## src/rtl/axil_cmd_master_pkg.sv

```systemverilog
// Shared definitions for the AXI-Lite command master: response codes,
// FSM state encoding and the default protection attribute.
package axil_cmd_master_pkg;

  localparam logic [1:0] RESP_OKAY   = 2'b00;
  localparam logic [1:0] RESP_EXOKAY = 2'b01;
  localparam logic [1:0] RESP_SLVERR = 2'b10;
  localparam logic [1:0] RESP_DECERR = 2'b11;

  localparam logic [2:0] PROT_DEFAULT = 3'b000;

  typedef enum logic [2:0] {
    ST_IDLE  = 3'd0,
    ST_WR    = 3'd1,
    ST_WRESP = 3'd2,
    ST_RD    = 3'd3,
    ST_RDATA = 3'd4,
    ST_RSP   = 3'd5
  } state_e;

endpackage

```

## src/rtl/axil_cmd_master.sv

```systemverilog
// Single-outstanding AXI-Lite initiator: one valid/ready command in, one AXI-Lite
// read or write transaction out, one response beat back.
module axil_cmd_master
  import axil_cmd_master_pkg::*;
#(
  parameter int         ADDR_WIDTH = 9,
  parameter int         DATA_WIDTH = 32,
  parameter int         STRB_WIDTH = DATA_WIDTH / 8,
  parameter logic [2:0] PROT       = PROT_DEFAULT
) (
  input  logic                  clk,
  input  logic                  rst,
  input  logic                  cmd_valid,
  output logic                  cmd_ready,
  input  logic                  cmd_write,
  input  logic [ADDR_WIDTH-1:0] cmd_addr,
  input  logic [DATA_WIDTH-1:0] cmd_wdata,
  input  logic [STRB_WIDTH-1:0] cmd_wstrb,
  output logic                  rsp_valid,
  input  logic                  rsp_ready,
  output logic                  rsp_write,
  output logic [DATA_WIDTH-1:0] rsp_data,
  output logic [1:0]            rsp_resp,
  output logic [ADDR_WIDTH-1:0] m_axil_awaddr,
  output logic [2:0]            m_axil_awprot,
  output logic                  m_axil_awvalid,
  input  logic                  m_axil_awready,
  output logic [DATA_WIDTH-1:0] m_axil_wdata,
  output logic [STRB_WIDTH-1:0] m_axil_wstrb,
  output logic                  m_axil_wvalid,
  input  logic                  m_axil_wready,
  input  logic [1:0]            m_axil_bresp,
  input  logic                  m_axil_bvalid,
  output logic                  m_axil_bready,
  output logic [ADDR_WIDTH-1:0] m_axil_araddr,
  output logic [2:0]            m_axil_arprot,
  output logic                  m_axil_arvalid,
  input  logic                  m_axil_arready,
  input  logic [DATA_WIDTH-1:0] m_axil_rdata,
  input  logic [1:0]            m_axil_rresp,
  input  logic                  m_axil_rvalid,
  output logic                  m_axil_rready
);

  state_e                state_r, state_s;
  logic [ADDR_WIDTH-1:0] awaddr_r, awaddr_s, araddr_r, araddr_s;
  logic [DATA_WIDTH-1:0] wdata_r, wdata_s, rsp_data_r, rsp_data_s;
  logic [STRB_WIDTH-1:0] wstrb_r, wstrb_s;
  logic                  awvalid_r, awvalid_s, wvalid_r, wvalid_s, arvalid_r, arvalid_s;
  logic                  bready_r, bready_s, rready_r, rready_s;
  logic                  aw_done_r, aw_done_s, w_done_r, w_done_s;
  logic                  rsp_valid_r, rsp_valid_s, rsp_write_r, rsp_write_s;
  logic [1:0]            rsp_resp_r, rsp_resp_s;

  // Next-state and next-register values; every register holds unless a transition updates it
  always_comb begin
    state_s     = state_r;
    awaddr_s    = awaddr_r;
    araddr_s    = araddr_r;
    wdata_s     = wdata_r;
    wstrb_s     = wstrb_r;
    awvalid_s   = awvalid_r;
    wvalid_s    = wvalid_r;
    arvalid_s   = arvalid_r;
    bready_s    = bready_r;
    rready_s    = rready_r;
    aw_done_s   = aw_done_r;
    w_done_s    = w_done_r;
    rsp_valid_s = rsp_valid_r;
    rsp_write_s = rsp_write_r;
    rsp_data_s  = rsp_data_r;
    rsp_resp_s  = rsp_resp_r;
    case (state_r)
      ST_IDLE: begin
        if (cmd_valid && cmd_write) begin
          state_s   = ST_WR;
          awaddr_s  = cmd_addr;
          wdata_s   = cmd_wdata;
          wstrb_s   = cmd_wstrb;
          awvalid_s = 1'b1;
          wvalid_s  = 1'b1;
          aw_done_s = 1'b0;
          w_done_s  = 1'b0;
        end else if (cmd_valid) begin
          state_s   = ST_RD;
          araddr_s  = cmd_addr;
          arvalid_s = 1'b1;
        end else begin
          state_s = ST_IDLE;
        end
      end
      ST_WR: begin
        // AW and W complete independently; a same-cycle pair finishes both at once
        aw_done_s = aw_done_r | (awvalid_r & m_axil_awready);
        w_done_s  = w_done_r | (wvalid_r & m_axil_wready);
        awvalid_s = awvalid_r & ~m_axil_awready;
        wvalid_s  = wvalid_r & ~m_axil_wready;
        if (aw_done_s && w_done_s) begin
          state_s  = ST_WRESP;
          bready_s = 1'b1;
        end else begin
          state_s = ST_WR;
        end
      end
      ST_WRESP: begin
        if (m_axil_bvalid) begin
          state_s     = ST_RSP;
          bready_s    = 1'b0;
          rsp_valid_s = 1'b1;
          rsp_write_s = 1'b1;
          rsp_data_s  = {DATA_WIDTH{1'b0}};
          rsp_resp_s  = m_axil_bresp;
        end else begin
          state_s = ST_WRESP;
        end
      end
      ST_RD: begin
        if (m_axil_arready) begin
          state_s   = ST_RDATA;
          arvalid_s = 1'b0;
          rready_s  = 1'b1;
        end else begin
          state_s = ST_RD;
        end
      end
      ST_RDATA: begin
        if (m_axil_rvalid) begin
          state_s     = ST_RSP;
          rready_s    = 1'b0;
          rsp_valid_s = 1'b1;
          rsp_write_s = 1'b0;
          rsp_data_s  = m_axil_rdata;
          rsp_resp_s  = m_axil_rresp;
        end else begin
          state_s = ST_RDATA;
        end
      end
      ST_RSP: begin
        if (rsp_ready) begin
          state_s     = ST_IDLE;
          rsp_valid_s = 1'b0;
        end else begin
          state_s = ST_RSP;
        end
      end
      default: begin
        state_s     = ST_IDLE;
        awvalid_s   = 1'b0;
        wvalid_s    = 1'b0;
        arvalid_s   = 1'b0;
        bready_s    = 1'b0;
        rready_s    = 1'b0;
        rsp_valid_s = 1'b0;
      end
    endcase
  end

  // State and payload registers; reset abandons any transaction in flight
  always_ff @(posedge clk or posedge rst) begin
    if (rst) begin
      state_r     <= ST_IDLE;
      awaddr_r    <= {ADDR_WIDTH{1'b0}};
      araddr_r    <= {ADDR_WIDTH{1'b0}};
      wdata_r     <= {DATA_WIDTH{1'b0}};
      wstrb_r     <= {STRB_WIDTH{1'b0}};
      awvalid_r   <= 1'b0;
      wvalid_r    <= 1'b0;
      arvalid_r   <= 1'b0;
      bready_r    <= 1'b0;
      rready_r    <= 1'b0;
      aw_done_r   <= 1'b0;
      w_done_r    <= 1'b0;
      rsp_valid_r <= 1'b0;
      rsp_write_r <= 1'b0;
      rsp_data_r  <= {DATA_WIDTH{1'b0}};
      rsp_resp_r  <= 2'b00;
    end else begin
      state_r     <= state_s;
      awaddr_r    <= awaddr_s;
      araddr_r    <= araddr_s;
      wdata_r     <= wdata_s;
      wstrb_r     <= wstrb_s;
      awvalid_r   <= awvalid_s;
      wvalid_r    <= wvalid_s;
      arvalid_r   <= arvalid_s;
      bready_r    <= bready_s;
      rready_r    <= rready_s;
      aw_done_r   <= aw_done_s;
      w_done_r    <= w_done_s;
      rsp_valid_r <= rsp_valid_s;
      rsp_write_r <= rsp_write_s;
      rsp_data_r  <= rsp_data_s;
      rsp_resp_r  <= rsp_resp_s;
    end
  end

  // cmd_ready decodes the state register only, masked low while reset is held
  assign cmd_ready      = (state_r == ST_IDLE) && !rst;
  assign rsp_valid      = rsp_valid_r;
  assign rsp_write      = rsp_write_r;
  assign rsp_data       = rsp_data_r;
  assign rsp_resp       = rsp_resp_r;
  assign m_axil_awaddr  = awaddr_r;
  assign m_axil_awprot  = PROT;
  assign m_axil_awvalid = awvalid_r;
  assign m_axil_wdata   = wdata_r;
  assign m_axil_wstrb   = wstrb_r;
  assign m_axil_wvalid  = wvalid_r;
  assign m_axil_bready  = bready_r;
  assign m_axil_araddr  = araddr_r;
  assign m_axil_arprot  = PROT;
  assign m_axil_arvalid = arvalid_r;
  assign m_axil_rready  = rready_r;

endmodule

```

## config.mk

```make
export PLATFORM = sky130hd
export DESIGN_NAME = axil_cmd_master
export DESIGN_NICKNAME = d
export VERILOG_FILES = /design/src/rtl/axil_cmd_master_pkg.sv /design/src/rtl/axil_cmd_master.sv
export SDC_FILE = /design/constraint.sdc
export NUM_CORES = 1
export LEC_CHECK = 0
export BUFFER_PORTS_ARGS = -buffer_cell sky130_fd_sc_hd__buf_2
export CORE_MARGIN = 2
export CORE_UTILIZATION = 45
export DETAILED_ROUTE_END_ITERATION = 8
export PLACE_DENSITY = 0.85
export SLEW_MARGIN = 10
export SYNTH_ARGS = -nofsm -noshare
export SYNTH_HDL_FRONTEND = slang
export SYNTH_SLANG_ARGS = --single-unit
```

## constraint.sdc

```tcl
create_clock -name clk -period 3.9 [get_ports clk]
set_input_delay 0.585 -clock clk [delete_from_list [all_inputs] [get_ports clk]]
set_output_delay 0.585 -clock clk [all_outputs]
set_load 0.01 [all_outputs]
```

== Word-level counts from Yosys, hierarchy flattened ==
Index checks and enable logic that the tools add are counted.

* Equal/unequal tests: 13
* Muxes and demuxes: 35
* Bitwise logic cells: 14
* Reductions and logical operators: 21

{| class="wikitable"
|+ Operators with widths
! cell !! number
|-
| $mux W32 || 2
|-
| $pmux W32 S2 || 1
|-
| $pmux W3 S6 || 1
|-
| $ne A2 B2 Y1 const B || 8
|-
| $reduce_or A4 Y1 || 4
|-
| $pmux W1 S3 || 5
|-
| $mux W1 || 13
|-
| $reduce_and A3 Y1 || 4
|-
| $mux W2 || 5
|-
| $mux W3 || 3
|-
| $not A1 Y1 || 8
|-
| $reduce_and A4 Y1 || 2
|-
| $eq A3 B2 Y1 const B || 2
|-
| $eq A3 B3 Y1 const B || 2
|-
| $pmux W1 S2 || 3
|-
| $reduce_and A2 Y1 || 3
|-
| $and A1 B1 Y1 || 4
|-
| $pmux W1 S4 || 1
|-
| $pmux W2 S2 || 1
|-
| $reduce_bool A2 Y1 || 2
|-
| $eq A3 B1 Y1 const B || 1
|-
| $logic_and A1 B1 Y1 || 3
|-
| $logic_not A3 Y1 || 1
|-
| $reduce_or A3 Y1 || 1
|-
| other kinds (2) || 3
|}

* Flip-flop bits (word level): 100
* Input port bits: 91
* Output and inout port bits: 102
* Word-level logic and storage cells: 99

== Longest topological paths before layout ==
Gate-level depths: netlist of run 1.

* Depth in word-level cells: 5
* Gate-level depth with buffers: 8
* Gate-level depth less buffers: 4

== Least setup slack after synthesis of run 1 ==
No wires, ideal clock.

* Path kind: reg-to-reg
* Start point: reg state_r[1]
* End point: reg wdata_r[0] (netlist: m_axil_wdata[0])
* Setup time: 127 ps
* Arrival time: 1622 ps
* Data required time: 3773 ps
* Setup slack: 2150 ps
* Cell stages (with the launch flop): 9
* Path buffers: 4
* Period minus slack after synthesis: 1750 ps
* Cells stage by stage: dfrtp_1 > buf_6 > or2_1 > buf_4 > nor2_4 > and3_1 > buf_4 > buf_6 > mux2_1

* Cells in the longest elaborated chain, start to end: 2

{| class="wikitable"
|+ RTL lines
! element !! RTL line !! text
|-
| from (decl) || axil_cmd_master.sv:45 || <nowiki>state_e state_r, state_s;</nowiki>
|-
| from (signal assigned) || axil_cmd_master.sv:178 || <nowiki>state_r <= state_s;</nowiki>
|-
| $logic_not A3 Y1 || axil_cmd_master.sv:73 || <nowiki>case (state_r)</nowiki>
|-
| $reduce_and A2 Y1 (no line) || n/a ||
|-
| to (signal assigned) || axil_cmd_master.sv:164 || <nowiki>wdata_r <= {DATA_WIDTH{1'b0}};</nowiki>
|-
| to (signal assigned) || axil_cmd_master.sv:181 || <nowiki>wdata_r <= wdata_s;</nowiki>
|-
| to (decl) || axil_cmd_master.sv:47 || <nowiki>logic [DATA_WIDTH-1:0] wdata_r, wdata_s, rsp_data_r, rsp_data_s;</nowiki>
|}

No other way between the ends.
A chain may end at the register's enable or synchronous reset.

== Worst setup path after layout of run 1 ==
* Start point: reg state_r[2]
* End point: reg wdata_r[19] (netlist: m_axil_wdata[19])

The elaborated chain is that of the path after synthesis.

==> results.md, run 1 <==
* Status: finished, final reports clean
* Main synth FF type: dfrtp_1
* Hold path start: cmd_wdata[21]
* Final Hold Viols at 0
* Final critical-path share of the clock period at 0.595
* Cts bufs inserted at 9
* # H-tree levels at 3
* Clock root cell: clkbuf_8
* HPWL after detailed placement at 6560 um
* Clock buffer depth at 2
* Detailed Route Iter0 Violations at 74
* DRC violation count after routing at 0
* Layout cells sized above 1 at 0.404
* Synth top cells by count: dfrtp_1 (100), nand2_1 (70), mux2_1 (54)
* Asr flop ratio synth at 1.00
* Synth top area share at 0.613
* Core ar. at 8760 um^2
* # diodes at 0
* Area contributors post-synth: dfrtp_1 (61%), mux2_1 (15%), nand2_1 (6.4%), o21ai_1 (4.4%), buf_4 (1.5%)
* Yosys cell types at 33
* Drt pass-1 iters at 4
* DP Area at 5010 um^2
* Combinational Power Share at 0.364
* Row count at 34
* Highest Clock Rate at 0.431 GHz
* Die height at 99.2 um
* Routed Antenna Nets at 0
* Synth area leader: dfrtp_1
* Mapped cell area at 4080 um^2
* Max Cap Viol at 0
* Synth Area per Inst at 11.9 um^2
* Post-CTS Setup Bufs at 0
* Largest net degree at the start of global routing at 92
* Nets at 612
* Required @ worst endpoint at 4130 ps
* Crit path time final at 2320 ps
* Reg2reg start: state_r[2]$_DFF_PP0_
* Clock-pin slew on the worst setup and hold paths at 100 ps
* Number of synthesized flops with an enable pin at 0
* Clk sink count at 100
* Crit path launch: state_r[2]$_DFF_PP0_
* RSZ-0062 raised after global routing: no
* Synth Warn # at 0
* Pint at 2270 uW
* Most common cell in the netlist: dfrtp_1
* Post-synthesis cell count at 343
* Kind of critical path: flop to flop
* DR vias/cell at 4.89
* Post-CTS Hold Buffers at 0
* Sequential-to-total area share from yosys stat at 0.613
* Switch Pwr at 1250 uW
* Routed vias at 3097
* Sum of negative setup slack at 0 ps
* GRT busiest layer: met2
* Clock share of power at 0.165
* M2 GR Usage at 0.312
* WL/cell at 13.9 um
* PD cells at 678 nW/um^2
* GR Util met3 at 0.0618
* Layout area overhead at 27.0%
* Crit path max fanout at 40
* GRT overflow at 0
* Leakage at 0.00263 uW
* Die W at 99.2 um
* Sequential power share at 0.472
* Initial core utilization at 0.465
* Post-CTS resize count at 0
* Clock Skew at 17.3 ps
* Slew Viols, Final at 0
* Global-route wire length before repair at 14100 um
* Worst-Margin Slew at 1060 ps
* Hold Crit Class: primary input to flop
* Worst Setup Start Kind: flop
* Critical Path Sink Type: flop
* Clk Latency, worst-skew pair at 360 ps
* GPL Wtd Cong at 0.860
* IO buf count at 186
* GRT Total Usage at 0.179
* Slew Limit Headroom at 0.290
* Switching Share at 0.355
* Final WL at 8820 um
* CTS tree: done
* Die area at 9840 um^2
* Synth Register Bits at 100
* Worst VDD drop at 0.382 mV
* Met1 GRT Util at 0.213
* Crit path DAT at 2550 ps
* Vias in the first global route at 3076
* Io pins at 193
* Final setup fails at 0
* Final instance area at 5180 um^2
* Antenna violations before repair at 0
## registers in the layout, summed over array words and instances, names as in the netlist
register and count:
rsp_resp 2, m_axil_awvalid 1, m_axil_wvalid 1, m_axil_bready 1, m_axil_araddr 9, w_done_r 1, rsp_data 32, rsp_valid 1
state_r 3, m_axil_wdata 32, m_axil_rready 1, m_axil_wstrb 4, m_axil_awaddr 9, aw_done_r 1, rsp_write 1, m_axil_arvalid 1
## final timing paths
| kind | end | slack (ps) | depth (start not counted) |
|---|---|---|---|
| max | m_axil_wdata[19]$_DFFE_PP0P_ | 1580 | 4 |
| min | m_axil_wdata[21]$_DFFE_PP0P_ | 430 | 2 |
| max reg2reg | m_axil_wdata[19]$_DFFE_PP0P_ | 1580 | 4 |
| min reg2reg | m_axil_wdata[16]$_DFFE_PP0P_ | 480 | 1 |
| max in group asynchronous | rsp_data[21]$_DFFE_PP0P_ | 2620 | 3 |
| min in group asynchronous | m_axil_awaddr[8]$_DFFE_PP0P_ | 500 | 2 |
## cells by family after synthesis
group,count (synthesis),synth area share
AND/OR/NAND/NOR,91,0.0963
multiplexers,57,0.160
AO/OA/AOI/OAI,62,0.0816
buffers and inverters,32,0.0482
other,1,0.000919
flip-flops,100,0.613
## worst max-delay path, cell delays in order (launching register included)
cell	delay (ps)
dfrtp_1	530
or2_1	380
nor2_4	120
and3_2	760
mux2_1	400
## per-layer routing
metal	wire length, um	vias up
li1	-	1497
met1	3490	1458
met2	4440	134
met3	820	8
met4	74	0
met5	0	-
## metrics by stage
stage	total power (uW)	hold WS [ps]	std cells	utilization	worst slack [ps]
5_1_grt	3770	419	633	0.591	1420
6_report	3510	431	633	0.591	1580
4_1_cts	3560	424	633	0.591	1550
2_1_floorplan	2440	463	348	-	696
3_3_place_gp	2910	461	618	0.572	1670
3_5_place_dp	2980	461	618	0.572	1560
## layout make-up
type / instances / area, um^2
flip-flops and latches: 100 / 2500
well taps: 108 / 135
inverters: 5 / 21.3
fillers: 738 / 3580
multi-input cells: 216 / 1400
repair buffers: 189 / 953
clock inverters: 4 / 26.3
clock buffers: 11 / 141
## placed cells by master, fill, tap and decap left out, drive strengths merged, types with 3 or more instances in the layout
master / instances
o21ai: 47
inv: 5
a21o: 4
dfrtp: 100
mux2: 54
nor2: 7
clkinv: 3
conb: 6
a21oi: 6
nand3: 3
nand2: 70
buf: 189
clkbuf: 11
## power by group through the flow
stage          sequential (uW)  combinational [uW]  clock (uW)
2_1_floorplan             1820                 620           0
3_3_place_gp              1660                1250           0
3_5_place_dp              1680                1300           0
4_1_cts                   1660                1300         602
5_1_grt                   1710                1420         648
6_report                  1660                1280         578
No activity file was read; power rests on OpenSTA's default activity.
==> run 2, diff against run 1 <==
- ABC_AREA: not set -> 1
- PLACE_DENSITY: 0.85 -> 0.84
- clock period: 3.9 -> 2.2 ns (I/O delays scaled with it)
==> results.md, run 2 <==
* Number of synthesized flops with an enable pin at 0 (unchanged)
* Main synth FF type: dfrtp_1 (unchanged)
* Nets at 757 (was 612)
* Required @ worst endpoint at 1870 ps (was 4130 ps)
* Post-synthesis cell count at 485 (was 343)
* Crit path time final at 1770 ps
* Layout area overhead at 28.8% (was 27.0%)
* Post-CTS Hold Buffers at 0 (unchanged)
* # diodes at 0 (unchanged)
* Slew Viols, Final at 0 (unchanged)
* Kind of critical path: flop to output port (was flop to flop)
* RSZ-0062 raised after global routing: no (unchanged)
* Post-CTS resize count at 0 (unchanged)
* Combinational Power Share at 0.421 (was 0.364)
* Die height at 101 um (was 99.2 um)
* Final WL at 10000 um (was 8820 um)
* Drt pass-1 iters at 5 (was 4)
* Synth Register Bits at 100 (unchanged)
* CTS tree: done (unchanged)
* Die area at 10100 um^2 (was 9840 um^2)
* Routed vias at 3733 (was 3097)
* Area contributors post-synth: dfrtp_1 (60%), nand2_1 (21%), o21ai_0 (5.7%), inv_1 (2.1%), buf_2 (1.8%) (was dfrtp_1 (61%), mux2_1 (15%), nand2_1 (6.4%), o21ai_1 (4.4%), buf_4 (1.5%))
* Synth top cells by count: nand2_1 (239), dfrtp_1 (100), o21ai_0 (48) (was dfrtp_1 (100), nand2_1 (70), mux2_1 (54))
* Pint at 4270 uW (was 2270 uW)
* Sequential-to-total area share from yosys stat at 0.597 (was 0.613)
* Crit path DAT at 1440 ps (was 2550 ps)
* Die W at 101 um (was 99.2 um)
* Switching Share at 0.413 (was 0.355)
* Row count at 35 (was 34)
* Leakage at 0.00313 uW (was 0.00263 uW)
* Largest net degree at the start of global routing at 70 (was 92)
* Core ar. at 9150 um^2 (was 8760 um^2)
* Status: finished, final reports clean (unchanged)
* WHS at 109 ps (was 431 ps)
* Io pins at 193 (unchanged)
* Clock buffer depth at 2 (unchanged)
* Switch Pwr at 3010 uW (was 1250 uW)
* Final critical-path share of the clock period at 0.806
* Cells on worst reg2reg path at 5 (was 4)
* Cts bufs inserted at 9 (unchanged)
* GRT busiest layer: met2 (unchanged)
* Total power at 7280 uW (was 3510 uW)
* Worst-Margin Slew at 780 ps (was 1060 ps)
* Worst Setup Start Kind: flop (unchanged)
* Clock Skew at 8.23 ps (was 17.3 ps)
* Clock root cell: clkbuf_8 (unchanged)
* Routed Antenna Nets at 0 (unchanged)
* Global-route wire length before repair at 16200 um (was 14100 um)
* DRC violation count after routing at 0 (unchanged)
* Clk Latency, worst-skew pair at 360 ps (about the same)
* Clk sink count at 100 (unchanged)
* GR Util met3 at 0.0617 (was 0.0618)
* WL/cell at 12.8 um (was 13.9 um)
* Commonest non-fill, non-tap cell in the layout: nand2_1 (was buf_2)
* Critical Path Sink Type: output port (was flop)
* Crit path max fanout at 8 (was 40)
* Most common cell in the netlist: nand2_1 (was dfrtp_1)
* Sum of negative setup slack at 0 ps (unchanged)
* GRT Total Usage at 0.204 (was 0.179)
* PD cells at 1350 nW/um^2 (was 678 nW/um^2)
* M2 GR Usage at 0.328 (was 0.312)
* Asr flop ratio synth at 1.00 (unchanged)
* Antenna violations before repair at 0 (unchanged)
* GRT overflow at 0 (unchanged)
* HPWL after detailed placement at 7440 um (was 6560 um)
* Final setup fails at 0 (unchanged)
* Mapped cell area at 4190 um^2 (was 4080 um^2)
* Highest Clock Rate at 0.564 GHz
* Post-CTS Setup Bufs at 0 (unchanged)
* GPL Wtd Cong at 0.880 (was 0.860)
* Max Cap Viol at 0 (unchanged)
* Clock share of power at 0.156 (was 0.165)
* Synth area leader: dfrtp_1 (unchanged)
* Most frequent cells in the layout: nand2_1 (239), buf_2 (186), dfrtp_1 (100) (was buf_2 (186), dfrtp_1 (100), nand2_1 (70))
* Met1 GRT Util at 0.264 (was 0.213)
* Slew Limit Headroom at 0.479 (was 0.290)
* Synth Area per Inst at 8.64 um^2 (was 11.9 um^2)
* Fillers at 796 (was 738)
* Yosys cell types at 27 (was 33)
* Clock-pin slew on the worst setup and hold paths at 100 ps (about the same)
* Detailed Route Iter0 Violations at 153 (was 74)
* IO buf count at 186 (unchanged)
* Synth Warn # at 0 (unchanged)
* Initial core utilization at 0.458 (was 0.465)
* # H-tree levels at 3 (unchanged)
* Vias in the first global route at 3529 (was 3076)
* Worst VDD drop at 0.611 mV (was 0.382 mV)
* Layout cells sized above 1 at 0.335 (was 0.404)
* Hold Crit Class: primary input to async pin (was primary input to flop)
* Final Hold Viols at 0 (unchanged)
* Synth top area share at 0.597 (was 0.613)
* Sequential power share at 0.423 (was 0.472)
* DR vias/cell at 4.77 (was 4.89)
-- run 2: final timing paths --
path / startpoint / end / slack [ps]
max in group asynchronous: rst / m_axil_wdata[30]$_DFFE_PP0P_ / 1470
min reg2reg: m_axil_rready$_DFFE_PP0P_ / m_axil_rready$_DFFE_PP0P_ / 480
min in group clk: cmd_wdata[27] / m_axil_wdata[27]$_DFFE_PP0P_ / 160
min: rst / m_axil_awvalid$_DFFE_PP0P_ / 110
max: state_r[2]$_DFF_PP0_ / cmd_ready / 430
max reg2reg: state_r[2]$_DFF_PP0_ / m_axil_araddr[5]$_DFFE_PP0P_ / 530
-- run 2: cell type report --
class / count / area, um^2 / share of cell area
sequential: 100 / 2500 / 0.464
multi-input combinational: 336 / 1440 / 0.267
timing repair buffer: 194 / 1030 / 0.191
tap: 111 / 139 / 0.0257
clock buffer: 10 / 138 / 0.0255
inverter: 25 / 97.6 / 0.0181
clock inverter: 6 / 53.8 / 0.00997
-- run 2: metrics by stage --
step	cells	worst slack, ps	instance area (um^2)	util
after floorplan	490	680	4210	-
after global placement	766	635	5210	0.569
after detailed placement	766	527	5210	0.569
after CTS	782	413	5400	0.590
after global routing	782	310	5400	0.590
final	782	427	5400	0.590
-- run 2: power groups by stage --
| stage | Combinational, uW | Clock (uW) | Sequential (uW) |
|---|---|---|---|
| finish | 3070 | 1130 | 3080 |
| floorplan | 1570 | 0 | 3420 |
| detailed placement | 3100 | 0 | 3090 |
| CTS | 3100 | 1190 | 3070 |
| global placement | 2990 | 0 | 3060 |
| global route | 3470 | 1260 | 3180 |
-- run 2: logic make-up (layout without fill, tap and decap cells) --
group                  count (synthesis)  in the layout  share of synthesized area
DFF                                  100            100                      0.597
buffers and inverters                 54            235                     0.0654
AOI/OAI and AO/OA                     59             59                     0.0764
other                                  1              6                   0.000895
and+or+nand+nor                      271            271                      0.260
-- run 2: routing by layer --
metal / share of wire / up-vias
li1: - / 1846
met1: 0.44 / 1704
met2: 0.46 / 173
met3: 0.084 / 10
met4: 0.012 / 0
met5: 0 / -
-- run 2: worst max-delay path, cell delays in order, from the launching register on --
cell     delay [ps]
dfrtp_1         480
inv_1           240
nand2_1         140
nor2_1          100
buf_2           130
